$ cat src/rtl/cva6_tlb_pkg.sv
`default_nettype none
// ============================================================================
// Module      : cva6_tlb_pkg
// Description : Shared types and field positions for the Sv32 TLB. It holds
//               the update packet from the page-table walker, the Sv32 leaf
//               PTE layout and the per-entry tag layout.
// Revision    : 1.0 - initial release
// ============================================================================
package cva6_tlb_pkg;

  localparam int unsigned VPN_WIDTH       = 20;
  localparam int unsigned VPN_PART_WIDTH  = 10;
  localparam int unsigned ASID_FULL_WIDTH = 9;
  localparam int unsigned VADDR_VPN1_LSB  = 22;
  localparam int unsigned VADDR_VPN0_LSB  = 12;
  localparam int unsigned PTE_G_BIT       = 5;
  localparam int unsigned UPD_VALID_BIT   = 62;
  localparam int unsigned UPD_IS_4M_BIT   = 61;
  localparam int unsigned UPD_VPN_LSB     = 41;
  localparam int unsigned UPD_ASID_LSB    = 32;

  typedef struct packed {
    logic [21:0] ppn;
    logic [1:0]  rsw;
    logic        d;
    logic        a;
    logic        g;
    logic        u;
    logic        x;
    logic        w;
    logic        r;
    logic        v;
  } pte_sv32_t;

  typedef struct packed {
    logic                       valid;
    logic                       is_4M;
    logic [VPN_WIDTH-1:0]       vpn;
    logic [ASID_FULL_WIDTH-1:0] asid;
    pte_sv32_t                  content;
  } tlb_update_sv32_t;

  // The ASID is kept outside the tag because its stored width is a module
  // parameter, which a package struct cannot depend on.
  typedef struct packed {
    logic                      valid;
    logic                      is_4M;
    logic [VPN_PART_WIDTH-1:0] vpn1;
    logic [VPN_PART_WIDTH-1:0] vpn0;
  } tlb_tag_sv32_t;

  // Address part of a match: vpn0 is ignored for 4 MiB superpages.
  function automatic logic tag_addr_match(tlb_tag_sv32_t tag, logic [VPN_WIDTH-1:0] vpn);
    return (tag.vpn1 == vpn[19:10]) && (tag.is_4M || (tag.vpn0 == vpn[9:0]));
  endfunction

endpackage
`default_nettype wire

$ cat src/rtl/cva6_tlb_sv32_plru.sv
`default_nettype none
// ============================================================================
// Module      : tlb_plru_tree
// Description : Tree pseudo-LRU state for a fully associative TLB.
//               Node 0 is the root; node n has children 2n+1 (left) and
//               2n+2 (right). A node bit of 0 points the victim walk left.
// Ports       : clk_i        - clock
//               rst_ni       - asynchronous active-low reset
//               access_i     - qualified hit strobe (hit and real access)
//               hit_idx_i    - entry that was hit
//               victim_idx_o - entry currently selected for replacement
// Revision    : 1.0 - initial release
// ============================================================================
module tlb_plru_tree #(
  parameter int unsigned ENTRIES = 4
) (
  input  logic                       clk_i,
  input  logic                       rst_ni,
  input  logic                       access_i,
  input  logic [$clog2(ENTRIES)-1:0] hit_idx_i,
  output logic [$clog2(ENTRIES)-1:0] victim_idx_o
);

  localparam int unsigned LEVELS = $clog2(ENTRIES);
  localparam int unsigned NODES  = ENTRIES - 1;

  logic [NODES-1:0]   tree_q;
  logic [NODES-1:0]   tree_d;
  logic [ENTRIES-1:0] leaf_sel;

  // A node lies on the hit path when the hit index's prefix above its level
  // equals the node's position within that level. On a hit it is set to
  // point to the opposite child from the one the path descends into.
  generate
    for (genvar n = 0; n < NODES; n++) begin : g_node
      localparam int unsigned LVL = $clog2(n + 2) - 1;
      localparam int unsigned OFF = n - (2 ** LVL - 1);
      logic on_path;
      assign on_path   = (hit_idx_i >> (LEVELS - LVL)) == LEVELS'(OFF);
      assign tree_d[n] = (access_i && on_path) ? ~hit_idx_i[LEVELS-1-LVL] : tree_q[n];
    end
  endgenerate

  // Each leaf checks that every node on its path steers towards it; exactly
  // one leaf satisfies this for any tree state.
  generate
    for (genvar e = 0; e < ENTRIES; e++) begin : g_leaf
      logic [LEVELS-1:0] steps;
      for (genvar l = 0; l < LEVELS; l++) begin : g_level
        localparam int unsigned NODE = (2 ** l - 1) + (e >> (LEVELS - l));
        localparam int unsigned DIR  = (e >> (LEVELS - 1 - l)) & 1;
        assign steps[l] = (tree_q[NODE] == 1'(DIR));
      end
      assign leaf_sel[e] = &steps;
    end
  endgenerate

  always_comb begin
    victim_idx_o = '0;
    for (int e = 0; e < ENTRIES; e++) begin
      if (leaf_sel[e]) victim_idx_o = LEVELS'(e);
    end
  end

  always_ff @(posedge clk_i or negedge rst_ni) begin
    if (!rst_ni) tree_q <= '0;
    else         tree_q <= tree_d;
  end

endmodule
`default_nettype wire

$ cat src/rtl/cva6_tlb_sv32.sv
`default_nettype none
// ============================================================================
// Module      : cva6_tlb_sv32
// Description : Fully associative Sv32 TLB with combinational lookup,
//               SFENCE.VMA-style flush and first-invalid / tree-PLRU
//               replacement.
// Ports       : clk_i, rst_ni          - clock, async active-low reset
//               flush_i                - flush request (single cycle)
//               asid_to_be_flushed_i   - flush ASID, 0 = all ASIDs
//               vaddr_to_be_flushed_i  - flush address, 0 = all addresses
//               update_i               - walker write {valid,is_4M,vpn,asid,pte}
//               lu_access_i            - lookup is a real access (PLRU touch)
//               lu_asid_i, lu_vaddr_i  - lookup key
//               lu_content_o           - PTE of lowest-index matching entry
//               lu_is_4M_o, lu_hit_o   - superpage flag, hit flag
// Revision    : 1.0 - initial release
// ============================================================================
module cva6_tlb_sv32
  import cva6_tlb_pkg::*;
#(
  parameter int unsigned TLB_ENTRIES = 4,
  parameter int unsigned ASID_WIDTH  = 1
) (
  input  logic                  clk_i,
  input  logic                  rst_ni,
  input  logic                  flush_i,
  input  logic [62:0]           update_i,
  input  logic                  lu_access_i,
  input  logic [ASID_WIDTH-1:0] lu_asid_i,
  input  logic [31:0]           lu_vaddr_i,
  output logic [31:0]           lu_content_o,
  input  logic [ASID_WIDTH-1:0] asid_to_be_flushed_i,
  input  logic [31:0]           vaddr_to_be_flushed_i,
  output logic                  lu_is_4M_o,
  output logic                  lu_hit_o
);

  localparam int unsigned IDX_W = $clog2(TLB_ENTRIES);

  tlb_update_sv32_t      upd;
  tlb_tag_sv32_t         tags     [TLB_ENTRIES];
  logic [ASID_WIDTH-1:0] asids    [TLB_ENTRIES];
  pte_sv32_t             contents [TLB_ENTRIES];

  logic [TLB_ENTRIES-1:0] lu_match;
  logic [TLB_ENTRIES-1:0] flush_clr;
  logic [IDX_W-1:0]       hit_idx;
  logic [IDX_W-1:0]       free_idx;
  logic [IDX_W-1:0]       plru_victim;
  logic [IDX_W-1:0]       repl_idx;
  logic                   any_invalid;
  logic                   flush_all_asid;
  logic                   flush_all_addr;

  assign upd            = update_i;
  assign flush_all_asid = (asid_to_be_flushed_i == '0);
  assign flush_all_addr = (vaddr_to_be_flushed_i == '0);

  generate
    for (genvar i = 0; i < TLB_ENTRIES; i++) begin : g_entry
      logic lu_asid_ok;
      logic fl_addr_hit;
      logic fl_asid_hit;
      // Global mappings match every ASID on lookup but are exempt from
      // ASID-qualified flushes.
      assign lu_asid_ok  = (asids[i] == lu_asid_i) || contents[i].g;
      assign lu_match[i] = tags[i].valid && lu_asid_ok &&
                           tag_addr_match(tags[i], lu_vaddr_i[31:12]);
      assign fl_addr_hit = tag_addr_match(tags[i], vaddr_to_be_flushed_i[31:12]);
      assign fl_asid_hit = (asids[i] == asid_to_be_flushed_i) && !contents[i].g;
      assign flush_clr[i] = flush_all_asid ? (flush_all_addr || fl_addr_hit)
                                           : (fl_asid_hit && (flush_all_addr || fl_addr_hit));
    end
  endgenerate

  // Lowest-index match wins; the descending loop leaves it as the final value.
  always_comb begin
    hit_idx      = '0;
    lu_content_o = '0;
    lu_is_4M_o   = 1'b0;
    for (int i = TLB_ENTRIES - 1; i >= 0; i--) begin
      if (lu_match[i]) begin
        hit_idx      = IDX_W'(i);
        lu_content_o = contents[i];
        lu_is_4M_o   = tags[i].is_4M;
      end
    end
  end

  assign lu_hit_o = |lu_match;

  always_comb begin
    any_invalid = 1'b0;
    free_idx    = '0;
    for (int i = TLB_ENTRIES - 1; i >= 0; i--) begin
      if (!tags[i].valid) begin
        any_invalid = 1'b1;
        free_idx    = IDX_W'(i);
      end
    end
  end

  assign repl_idx = any_invalid ? free_idx : plru_victim;

  tlb_plru_tree #(
    .ENTRIES(TLB_ENTRIES)
  ) u_plru (
    .clk_i       (clk_i),
    .rst_ni      (rst_ni),
    .access_i    (lu_hit_o && lu_access_i),
    .hit_idx_i   (hit_idx),
    .victim_idx_o(plru_victim)
  );

  // Flush takes priority: an update presented in a flush cycle is dropped.
  always_ff @(posedge clk_i or negedge rst_ni) begin
    if (!rst_ni) begin
      for (int i = 0; i < TLB_ENTRIES; i++) begin
        tags[i]     <= '0;
        asids[i]    <= '0;
        contents[i] <= '0;
      end
    end else if (flush_i) begin
      for (int i = 0; i < TLB_ENTRIES; i++) begin
        if (flush_clr[i]) tags[i].valid <= 1'b0;
      end
    end else if (upd.valid) begin
      tags[repl_idx]     <= '{valid: 1'b1, is_4M: upd.is_4M,
                              vpn1: upd.vpn[19:10], vpn0: upd.vpn[9:0]};
      asids[repl_idx]    <= upd.asid[ASID_WIDTH-1:0];
      contents[repl_idx] <= upd.content;
    end
  end

  // Page-offset bits of the lookup address never take part in translation.
  logic unused_lu_offset;
  assign unused_lu_offset = ^lu_vaddr_i[11:0];

  generate
    if (ASID_WIDTH < ASID_FULL_WIDTH) begin : g_asid_trunc
      logic unused_upd_asid;
      assign unused_upd_asid = ^upd.asid[ASID_FULL_WIDTH-1:ASID_WIDTH];
    end
  endgenerate

endmodule
`default_nettype wire

$ cat config.mk
export PLATFORM = sky130hd
export DESIGN_NAME = cva6_tlb_sv32
export DESIGN_NICKNAME = d
export VERILOG_FILES = /design/src/rtl/cva6_tlb_pkg.sv /design/src/rtl/cva6_tlb_sv32_plru.sv /design/src/rtl/cva6_tlb_sv32.sv
export SDC_FILE = /design/constraint.sdc
export NUM_CORES = 1
export LEC_CHECK = 0
export BUFFER_PORTS_ARGS = -buffer_cell sky130_fd_sc_hd__buf_4
export CAP_MARGIN = 20
export CORE_MARGIN = 5
export CORE_UTILIZATION = 35
export DETAILED_ROUTE_END_ITERATION = 10
export GPL_TIMING_DRIVEN = 0
export PLACE_DENSITY = 0.5
export SYNTH_ARGS = -nofsm -noshare
export SYNTH_HDL_FRONTEND = slang
export SYNTH_HIERARCHICAL = 1
export SYNTH_SLANG_ARGS = --single-unit
export TNS_END_PERCENT = 20
$ cat constraint.sdc
create_clock -name clk_i -period 2.3 [get_ports clk_i]
set_input_delay 0.115 -clock clk_i [delete_from_list [all_inputs] [get_ports clk_i]]
set_output_delay 0.115 -clock clk_i [all_outputs]
set_load 0.005 [all_outputs]
==> results of run 1 <==
## cells by family (layout without fill, tap and decap cells)
| family | after synthesis | after routing |
|---|---|---|
| AOI/OAI and AO/OA | 97 | 97 |
| xor gates and xnor gates | 164 | 164 |
| buffers and inverters | 83 | 330 |
| DFF | 223 | 223 |
| muxes | 216 | 216 |
| and+or+nand+nor | 185 | 185 |
## state kept, by name, indices dropped and copies added, names as in the netlist
register,cells
tags,88
asids,4
u_plru/tree_q,3
contents,128
## area by class of cell
type | count | area (µm²)
Multi-Input combinational cell | 662 | 5860
Clock inverter | 10 | 93.8
Inverter | 9 | 33.8
Clock buffer | 38 | 756
Buffer | 74 | 507
Sequential cell | 223 | 5580
Tap cell | 442 | 553
Timing Repair Buffer | 199 | 1730
Fill cell | 3086 | 17500
## what timing repair did
| action | 4_1_cts | 5_1_grt |
|---|---|---|
| setup endpoints to repair | 215 | 229 |
| gates resized for setup | 75 | 41 |
| endpoints found under the hold margin | 330 | 0 |
| pin swaps | 45 | 14 |
| buffers inserted | 18 | 5 |
| cloned | 2 | 0 |
| hold buffers | 58 | 0 |
## worst register-to-register path, cell delays in order (launching register included)
cell and delay, ns:
dfrtp_1 0.41, xor2_1 0.17, nor4_2 0.42, a41oi_1 0.29, a211oi_4 0.31, buf_12 0.16
buf_6 0.15, nor2_1 0.05, nor2_1 0.14, mux2i_1 0.09
## power breakdown
group | switching (mW) | total (mW) | internal (mW)
Sequential | 1.58 | 7.47 | 5.89
Combinational | 2.20 | 5.47 | 3.26
Clock | 1.70 | 4.10 | 2.40
Total | 5.48 | 17.0 | 11.6
## synthesized netlist by cell type (7+ instances only)
library cell / number
dfrtp_1: 223
nor2_1: 8
nand4_1: 18
nand3_1: 7
o21ai_0: 11
buf_6: 9
xor2_1: 70
a32oi_1: 32
inv_1: 9
clkbuf_1: 42
nor4_1: 28
xnor2_1: 87
xnor2_2: 7
buf_2: 17
nand2_1: 110
mux2_2: 214
o21bai_1: 33
## stage by stage
stage | power, mW | setup WS, ns | TNS, ns | hold slack [ns]
2_1_floorplan | 11.1 | 0.255 | 0 | -0.181
3_3_place_gp | 12.5 | -0.778 | -219.91 | 0.373
3_5_place_dp | 12.6 | -0.648 | -57.55 | 0.261
4_1_cts | 17.2 | -0.767 | -23.89 | 0.208
5_1_grt | 18.0 | -0.856 | -32.86 | 0.258
6_report | 17.0 | -0.797 | -23.76 | 0.216
## final timing paths
| path | from | end | slack (ns) |
|---|---|---|---|
| worst min register to register | contents[85] | contents[85] | 0.51 |
| worst max register to register | tags[8] | u_plru/tree_q[2] | -0.02 |
| min in group asynchronous | rst_ni | tags[83] | 0.27 |
| worst min-delay path | vaddr_to_be_flushed_i[7] | tags[65] | 0.22 |
| max in group asynchronous | rst_ni | tags[31] | 0.92 |
| worst max-delay path | tags[8] | lu_content_o[4] | -0.80 |
## per-layer routing
| layer | share of wire | track usage | vias to the layer above | routed length, µm |
|---|---|---|---|---|
| li1 | - | - | 3851 | - |
| met5 | 0 | 0 | - | 0 |
| met3 | 0.047 | 0.0313 | 41 | 1600 |
| met4 | 0.020 | 0.0381 | 0 | 668 |
| met2 | 0.47 | 0.305 | 172 | 16100 |
| met1 | 0.46 | 0.254 | 4196 | 15900 |
==> impl_metrics.yaml, run 1 <==
outcome:
  run_status: "finished, violations left"
  failed_checks: "negative setup slack"
synth:
  synth.area.top_cells: "dfrtp_1 (48%), mux2_2 (21%), xnor2_1 (6.6%)"
  synth_compound_area_frac: 0.0659
  synthesis.instances: 968
  netlist.top_cell.by_area: "dfrtp_1"
  share_of_the_synthesized_area_in_the_top_cell_type: 0.482
  synth_edf_count: 0
  postSynthRegisterBits: 223
  ys_async_sr_fraction: 1.00
  mappedNetlistArea_um2: 11600
  mappedNetlistNets: 1101
  synthXorXnorAreaFrac: 0.129
  main_combinational_cell_family_by_area_after_synthesis: "multiplexers"
  post_synth.cell_area_avg_um2: 12.0
  post_synth_num_cell_types: 41
  yosysSeqAreaShare: 0.482
  synth_simple_gate_area_frac: 0.0750
  synth_mux_area_frac: 0.210
  ys.flop_type: "dfrtp_1"
  yosys_warnings: 6
  synth_adder_area_share: 0
detailed_routing:
  route.detailed.wl_per_inst_um: 20.6
  drt.antenna.violating_nets: 0
  drt_pass1_iterations: 5
  wl_um: 34200
  drc: 0
  via_count: 8260
  routed_vias_inst: 4.98
  drt_iter0_drc: 358
global_routing:
  track_usage: 0.184
  grt_antenna_before_repair: 0
  global_route.overflow_total: 0
  first_global_vias: 9013
  grt_first_pass_wirelength_um: 52700
  grt_max_degree: 116
min_path:
  min_path_cells: 7
  min-delay-path-class: "in2reg"
timing:
  setup_viol_count_final: 37
  report.final.hold_viol_count: 0
  finalCriticalPeriod_ns: 3.10
  rsz0062_at_grt: "true"
  relative_max_transition_margin: 0.415
  timing.final.ws_setup_ns: -0.797
  clock_skew_ns: 0.00797
  fmax_ghz: 0.323
  worst-slew-pin-transition_ns: 0.877
  timing.final.max_slew_violations: 0
  final_min_period_over_clock_period: 1.35
floorplanning:
  die_w_um: 192
  die_height_um: 192
  fp-row-count: 66
  io_pins: 167
  design.die.area_um2: 36800
  core_region_area_um2: 32600
  initial_core_util: 0.355
cells_and_area:
  postLayoutCoreUtil: 0.463
  finish.instance_area_um2: 15100
  layoutNonFillerInstCount: 1657
  antennaDiodeCount: 0
  area_growth_pct: 30.6
  drive_above_1_share: 0.416
  leading_cell_types_in_the_layout_fill_and_taps_excluded: "dfrtp_1 (222), mux2_2 (214), buf_4 (140)"
  fin_nets: 1328
  layout.cells.most_common: "dfrtp_1"
power_and_ir_drop:
  static-leakage-power_nw: 6.28
  vdd_ir_drop_max_uv: 577
  pwr_density_cell_nw_per_um2: 1130
cts:
  worst_skew_pair.late_latency_ns: 0.53
  tritoncts.num_buffers: 26
  worst_setup_hold_path_clk_slew_ns: 0.06
  htree_num_levels: 1
  cts_num_sinks: 223
  cts-root-buf: "clkbuf_16"
  cts_tree: "built"
  clock_tree.buffer_depth: 3
placed_design:
  post_dp_cell_area_um2: 13000
  globalplace.congestion: 0.892
  detailedPlacementHpwl_um: 24400
  numPlacedInstances: 1526
  place.port_buffers: 115
worst_setup_path:
  path_common_cell: "buf_12"
  r2r_cells: 9
  timing.critical_path.cells: "xor2_1 > nor4_2 > a41oi_1 > a211oi_4 > buf_12 > buf_12 > nand2_1 > a32oi_2 > buf_4"
  cp_max_fo: 10
  critPathKind: "reg2out"
  worst_ep_required_time_ns: 2.18
  worst_path_max_delay_cell: "nor4_2"
  cp_data_arrival_time_ns: 2.98
  path_depth: 9
  worst_path_dominant_cell_family: "compound AO/OA/AOI/OAI gates"
  critical-path-max-stage-delay_ns: 0.42
  cp-start-kind: "register"
  timing.critical_path.to_type: "output port"
  timing.critical_path.buf_inv: 3
job:
  maxCapViolations: 0
No activity file was read; power rests on OpenSTA's default activity.
==> run 2: changes to the inputs <==
--- a/config.mk
+++ b/config.mk
@@ -12,6 +12,7 @@
 export DETAILED_ROUTE_END_ITERATION = 10
 export GPL_TIMING_DRIVEN = 0
 export PLACE_DENSITY = 0.5
+export RECOVER_POWER = 100
 export SYNTH_ARGS = -nofsm -noshare
 export SYNTH_HDL_FRONTEND = slang
 export SYNTH_HIERARCHICAL = 1
==> run 2 against run 1 <==
  * The run ends with max-capacitance violations, max-slew violations, negative setup slack left
  * Worst setup slack better by 0.0043 ns
  * Non-clock buffer count stayed put
  * Sequential share of layout area is 0.064 points higher
  * Maximum frequency is 0.14% higher
  * Largest cell class unchanged
  * Highest routed layer unchanged
==> impl_metrics.yaml, run 2 (synthesized netlist as in run 1, its figures left out) <==
cts:
  htree_num_levels: 1
  tritoncts.num_buffers: 26
  worst_skew_pair.late_latency_ns: 0.53
  cts_num_sinks: 223
  cts_tree: "built"
  worst_setup_hold_path_clk_slew_ns: 0.06
  clock_tree.buffer_depth: 3
  cts-root-buf: "clkbuf_16"
timing:
  setup_viol_count_final: 114
  timing.final.ws_setup_ns: -0.793
  timing.final.max_slew_violations: 109
  final_min_period_over_clock_period: 1.34
  rsz0062_at_grt: "true"
  relative_max_transition_margin: -0.0525
  finalHoldWorstSlack_ns: 0.216
  fmax_ghz: 0.323
  finalCriticalPeriod_ns: 3.09
  report.final.hold_viol_count: 0
  timing.setup.tns_ns: -30.11
  worst-slew-pin-transition_ns: 1.58
  clock_skew_ns: 0.00841
worst_setup_path:
  worst_r2r_startpoint: "u_plru/tree_q[0]"
  cp_max_fo: 10
  timing.critical_path.to_type: "output port"
  timing.critical_path.cells: "xor2_1 > nor4_2 > a41oi_1 > a211oi_4 > buf_12 > buf_12 > nand2_1 > a32oi_2 > buf_4"
  cp_data_arrival_time_ns: 2.98
  critical-path-max-stage-delay_ns: 0.42
  worst_ep_required_time_ns: 2.18
  worst_path_max_delay_cell: "nor4_2"
  critPathKind: "reg2out"
  reg2reg_slack_ns: -0.15
  path_common_cell: "buf_12"
  r2r_cells: 6
  r2r_end: "tags[18]"
  cp-start-kind: "register"
floorplanning:
  design.die.area_um2: 36800
  fp-row-count: 66
  core_region_area_um2: 32600
  initial_core_util: 0.355
  die_w_um: 192
  io_pins: 167
  die_height_um: 192
detailed_routing:
  routed_vias_inst: 4.98
  met1Wirelength_um: 15800
  drt_pass1_iterations: 5
  drt.antenna.violating_nets: 0
  drt_iter0_drc: 366
  route.detailed.wl_per_inst_um: 20.7
  drc: 0
  via_count: 8248
  met3_length_um: 1600
  detailroute.wirelength.met2_um: 16100
  wl_um: 34200
  topRoutingLayerUsed: "met4"
placed_design:
  detailedPlacementHpwl_um: 24400
  post_dp_cell_area_um2: 13000
  pre_cts_ws_ns: -0.648
  place.port_buffers: 115
  globalplace.congestion: 0.892
min_path:
  min_path_cells: 7
  hold_end: "tags[65]"
  min-delay-path-class: "in2reg"
  worst_hold_startpoint: "vaddr_to_be_flushed_i[7]"
cells_and_area:
  antennaDiodeCount: 0
  largest_registers: "contents: 128 flops, tags: 88 flops, asids: 4 flops"
  largest-register: "contents"
  drive_above_1_share: 0.414
  number_of_filler_cells_placed_in_the_layout: 3092
  layout.cells.most_common: "dfrtp_1"
  leading_cell_types_in_the_layout_fill_and_taps_excluded: "dfrtp_1 (222), mux2_2 (214), buf_4 (140)"
  finish.instance_area_um2: 15100
  area_growth_pct: 30.4
  number_of_flip_flops_in_the_largest_register: 128
  fin_nets: 1328
global_routing:
  grt_max_degree: 116
  grt_antenna_before_repair: 0
  grt_first_pass_wirelength_um: 52700
  track_usage: 0.184
  first_global_vias: 9013
  global_route.overflow_total: 0
outcome:
  run_status: "finished, violations left"
  failed_checks: "max-capacitance violations, max-slew violations, negative setup slack"
job:
  maxCapViolations: 1
power_and_ir_drop:
  p_total_mw: 17.0
  vdd_ir_drop_max_uv: 576
  static-leakage-power_nw: 6.27
  pwr_density_cell_nw_per_um2: 1130
## run 2: cell types whose count changed in the layout (fill, tap and decap cells not counted), sizes merged
cell,before,now
buf,166,165
clkbuf,85,86
## run 2: metrics by stage
stage | cells | util
final | 1657 | 0.463
after global routing | 1657 | 0.463
after CTS | 1652 | 0.459
after detailed placement | 1526 | 0.399
after global placement | 1525 | 0.398
after floorplan | 968 | -
## run 2: layout make-up
type | count | area (µm²) | area share
multi-input cells | 662 | 5850 | 0.388
plain buffers | 74 | 502 | 0.0333
flip-flops and latches | 223 | 5580 | 0.370
repair buffers | 199 | 1710 | 0.114
inverters | 9 | 33.8 | 0.00224
clock buffers | 38 | 756 | 0.0501
clock inverters | 10 | 93.8 | 0.00622
well taps | 442 | 553 | 0.0367
## run 2: worst max-delay path: cells and delay by family (launching register included)
family	cells	cell delay [ns]
AND/OR/NAND/NOR	2	0.49
XOR/XNOR	1	0.17
flip-flops	1	0.41
AO/OA/AOI/OAI	3	0.91
buffers and inverters	3	0.46
## run 2: worst max-delay path by stage
stage	slack (ns)	end	from
floorplan	0.25	lu_content_o[5]	tags[15]
global placement	-0.78	contents[113]	rst_ni
detailed placement	-0.65	lu_content_o[4]	tags[56]
CTS	-0.77	lu_content_o[22]	tags[15]
global route	-0.86	lu_content_o[4]	tags[15]
finish	-0.79	lu_content_o[4]	tags[8]
## run 2: power by group
part / total (mW) / internal, mW / switching [mW]
logic: 5.45 / 3.25 / 2.19
registers: 7.47 / 5.89 / 1.58
clock network: 4.09 / 2.40 / 1.70
total: 17.0 / 11.5 / 5.47
## run 2: what timing repair did
item,in CTS,in global routing
endpoints found under the hold margin,330,0
gates cloned,2,0
pin swaps,45,14
gates resized for setup,75,41
setup endpoints to repair,215,229
buffers inserted,18,5
hold buffers,58,0
## run 2: metal layers
layer / vias up / track usage
met3: 41 / 0.0313
met1: 4187 / 0.254
met4: 0 / 0.0381
li1: 3853 / -
met2: 167 / 0.305
met5: - / 0
==> run 3: changes to the inputs <==
--- a/config.mk
+++ b/config.mk
@@ -8,10 +8,10 @@
 export BUFFER_PORTS_ARGS = -buffer_cell sky130_fd_sc_hd__buf_4
 export CAP_MARGIN = 20
 export CORE_MARGIN = 5
-export CORE_UTILIZATION = 35
+export CORE_UTILIZATION = 55
 export DETAILED_ROUTE_END_ITERATION = 10
 export GPL_TIMING_DRIVEN = 0
-export PLACE_DENSITY = 0.5
+export PLACE_DENSITY = 0.74
 export RECOVER_POWER = 100
 export SYNTH_ARGS = -nofsm -noshare
 export SYNTH_HDL_FRONTEND = slang
==> run 3 against run 2 <==
  * The flow finishes with violations (negative setup slack)
  * Maximum frequency increased by 3.8%
  * Critical path depth unchanged
  * Final area decreased by 2.6%
  * Highest routed layer unchanged
==> impl_metrics.yaml, run 3 (synthesized netlist as in run 1, its figures left out) <==
min_path:
  min-delay-path-class: "in2reg"
  min_path_cells: 4
global_routing:
  met1_usage: 0.341
  global_route.overflow_total: 0
  track_usage: 0.255
  grt_first_pass_wirelength_um: 49100
  first_global_vias: 8968
  grt_antenna_before_repair: 0
  grt_max_degree: 101
  grtUsageMet3: 0.0431
  globalRouteMet2Util: 0.439
  gr-max-usage-layer: "met2"
placed_design:
  place.port_buffers: 115
  globalplace.congestion: 0.949
  numPlacedInstances: 1360
  detailedPlacementHpwl_um: 21600
cells_and_area:
  drive_above_1_share: 0.407
  number_of_flip_flops_in_the_largest_register: 128
  layoutNonFillerInstCount: 1482
  leading_cell_types_in_the_layout_fill_and_taps_excluded: "dfrtp_1 (222), mux2_2 (214), buf_4 (148)"
  largest_registers: "contents: 128 flops, tags: 88 flops, asids: 4 flops"
  layout.cells.most_common: "dfrtp_1"
  fin_nets: 1325
  largest-register: "contents"
  antennaDiodeCount: 0
  area_growth_pct: 27.0
  postLayoutCoreUtil: 0.703
cts:
  cts_tree: "built"
  worst_skew_pair.late_latency_ns: 0.52
  clock_tree.buffer_depth: 3
  htree_num_levels: 1
  worst_setup_hold_path_clk_slew_ns: 0.06
  cts_num_sinks: 223
  cts-root-buf: "clkbuf_16"
  tritoncts.num_buffers: 24
worst_setup_path:
  cp_data_arrival_time_ns: 2.87
  timing.critical_path.to_type: "output port"
  critical-path-max-stage-delay_ns: 0.57
  path_common_cell: "buf_12"
  cp_max_fo: 10
  r2r_cells: 6
  worst_path_max_delay_cell: "or4_4"
  critPathKind: "reg2out"
  worst_ep_required_time_ns: 2.18
  cp-start-kind: "register"
  timing.critical_path.cells: "xnor2_2 > nand4_1 > or4_4 > a211oi_4 > buf_12 > buf_12 > nand2_1 > a32oi_2 > buf_4"
floorplanning:
  fp-row-count: 53
  initial_core_util: 0.554
  design.die.area_um2: 24000
  core_region_area_um2: 20900
  die_height_um: 155
  io_pins: 167
  die_w_um: 155
timing:
  rsz0062_at_grt: "true"
  finalCriticalPeriod_ns: 2.98
  final_min_period_over_clock_period: 1.30
  relative_max_transition_margin: 0.271
  setup_viol_count_final: 208
  report.final.hold_viol_count: 0
  timing.final.max_slew_violations: 0
  clock_skew_ns: 0.0165
  timing.final.ws_setup_ns: -0.681
  timing.setup.tns_ns: -39.68
  worst-slew-pin-transition_ns: 1.09
  finalHoldWorstSlack_ns: 0.0179
  fmax_ghz: 0.335
outcome:
  failed_checks: "negative setup slack"
  run_status: "finished, violations left"
power_and_ir_drop:
  static-leakage-power_nw: 6.18
  vdd_ir_drop_max_uv: 702
  pwr_density_cell_nw_per_um2: 1130
detailed_routing:
  drc: 0
  route.detailed.wl_per_inst_um: 21.0
  wl_um: 31000
  routed_vias_inst: 5.68
  drt_iter0_drc: 411
  via_count: 8417
  drt_pass1_iterations: 5
  drt.antenna.violating_nets: 0
job:
  maxCapViolations: 0
## run 3: cell count changes in the layout (fill, tap and decap cells not counted), sizes merged
| cell | before | now |
|---|---|---|
| bufinv | 1 | 0 |
| buf | 165 | 163 |
| clkbuf | 86 | 88 |
| clkinv | 8 | 4 |
| dlymetal6s2s | 2 | 1 |
| inv | 10 | 9 |
| dlygate4sd3 | 58 | 57 |
## run 3: worst paths after layout
check | startpoint | to | slack [ns]
max | tags[13] | lu_content_o[11] | -0.68
min | asid_to_be_flushed_i | tags[87] | 0.02
max reg2reg | u_plru/tree_q[0] | tags[20] | -0.21
min reg2reg | contents[7] | contents[7] | 0.50
max in group asynchronous | rst_ni | tags[59] | 0.35
min in group asynchronous | rst_ni | tags[18] | 0.29
## run 3: area by class of cell
class	count	area [µm²]
Fill cell	1516	6200
Multi-Input combinational cell	662	5870
Sequential cell	223	5580
Timing Repair Buffer	199	1650
Clock buffer	37	689
Buffer	73	489
Tap cell	275	344
Clock inverter	4	35.0
Inverter	9	33.8
## run 3: repair_timing
| action | CTS | global route |
|---|---|---|
| endpoints found under the setup margin | 209 | 228 |
| setup buffers | 18 | 6 |
| resized for setup | 63 | 41 |
| gates cloned | 1 | 0 |
| endpoints found under the hold margin | 444 | 0 |
| pin swaps | 23 | 22 |
| hold buffers | 57 | 0 |
## run 3: where the power goes
part	leakage [nW]	switching [mW]	internal, mW
logic	3.17	2.28	3.32
registers	2.65	1.58	5.89
clock network	0.354	1.54	2.06
total	6.18	5.40	11.3
## run 3: metrics by stage
step	cell area [µm²]	total power, mW	setup slack, ns
6_report	14700	16.7	-0.681
5_1_grt	14700	17.6	-0.711
4_1_cts	14600	16.6	-0.642
3_5_place_dp	12800	12.6	-0.514
3_3_place_gp	12800	12.3	-0.583
2_1_floorplan	11600	11.1	0.255
## run 3: layer usage
layer	vias up	part of all wire
li1	3826	-
met2	252	0.50
met4	0	0.022
met5	-	0
met3	49	0.062
met1	4290	0.42
## run 3: critical path: cells and delay by family (launching register included)
kind / cells / cell delay, ns
flip-flops: 1 / 0.43
XOR/XNOR: 1 / 0.14
AO/OA/AOI/OAI: 2 / 0.47
AND/OR/NAND/NOR: 3 / 0.85
buffers and inverters: 3 / 0.45
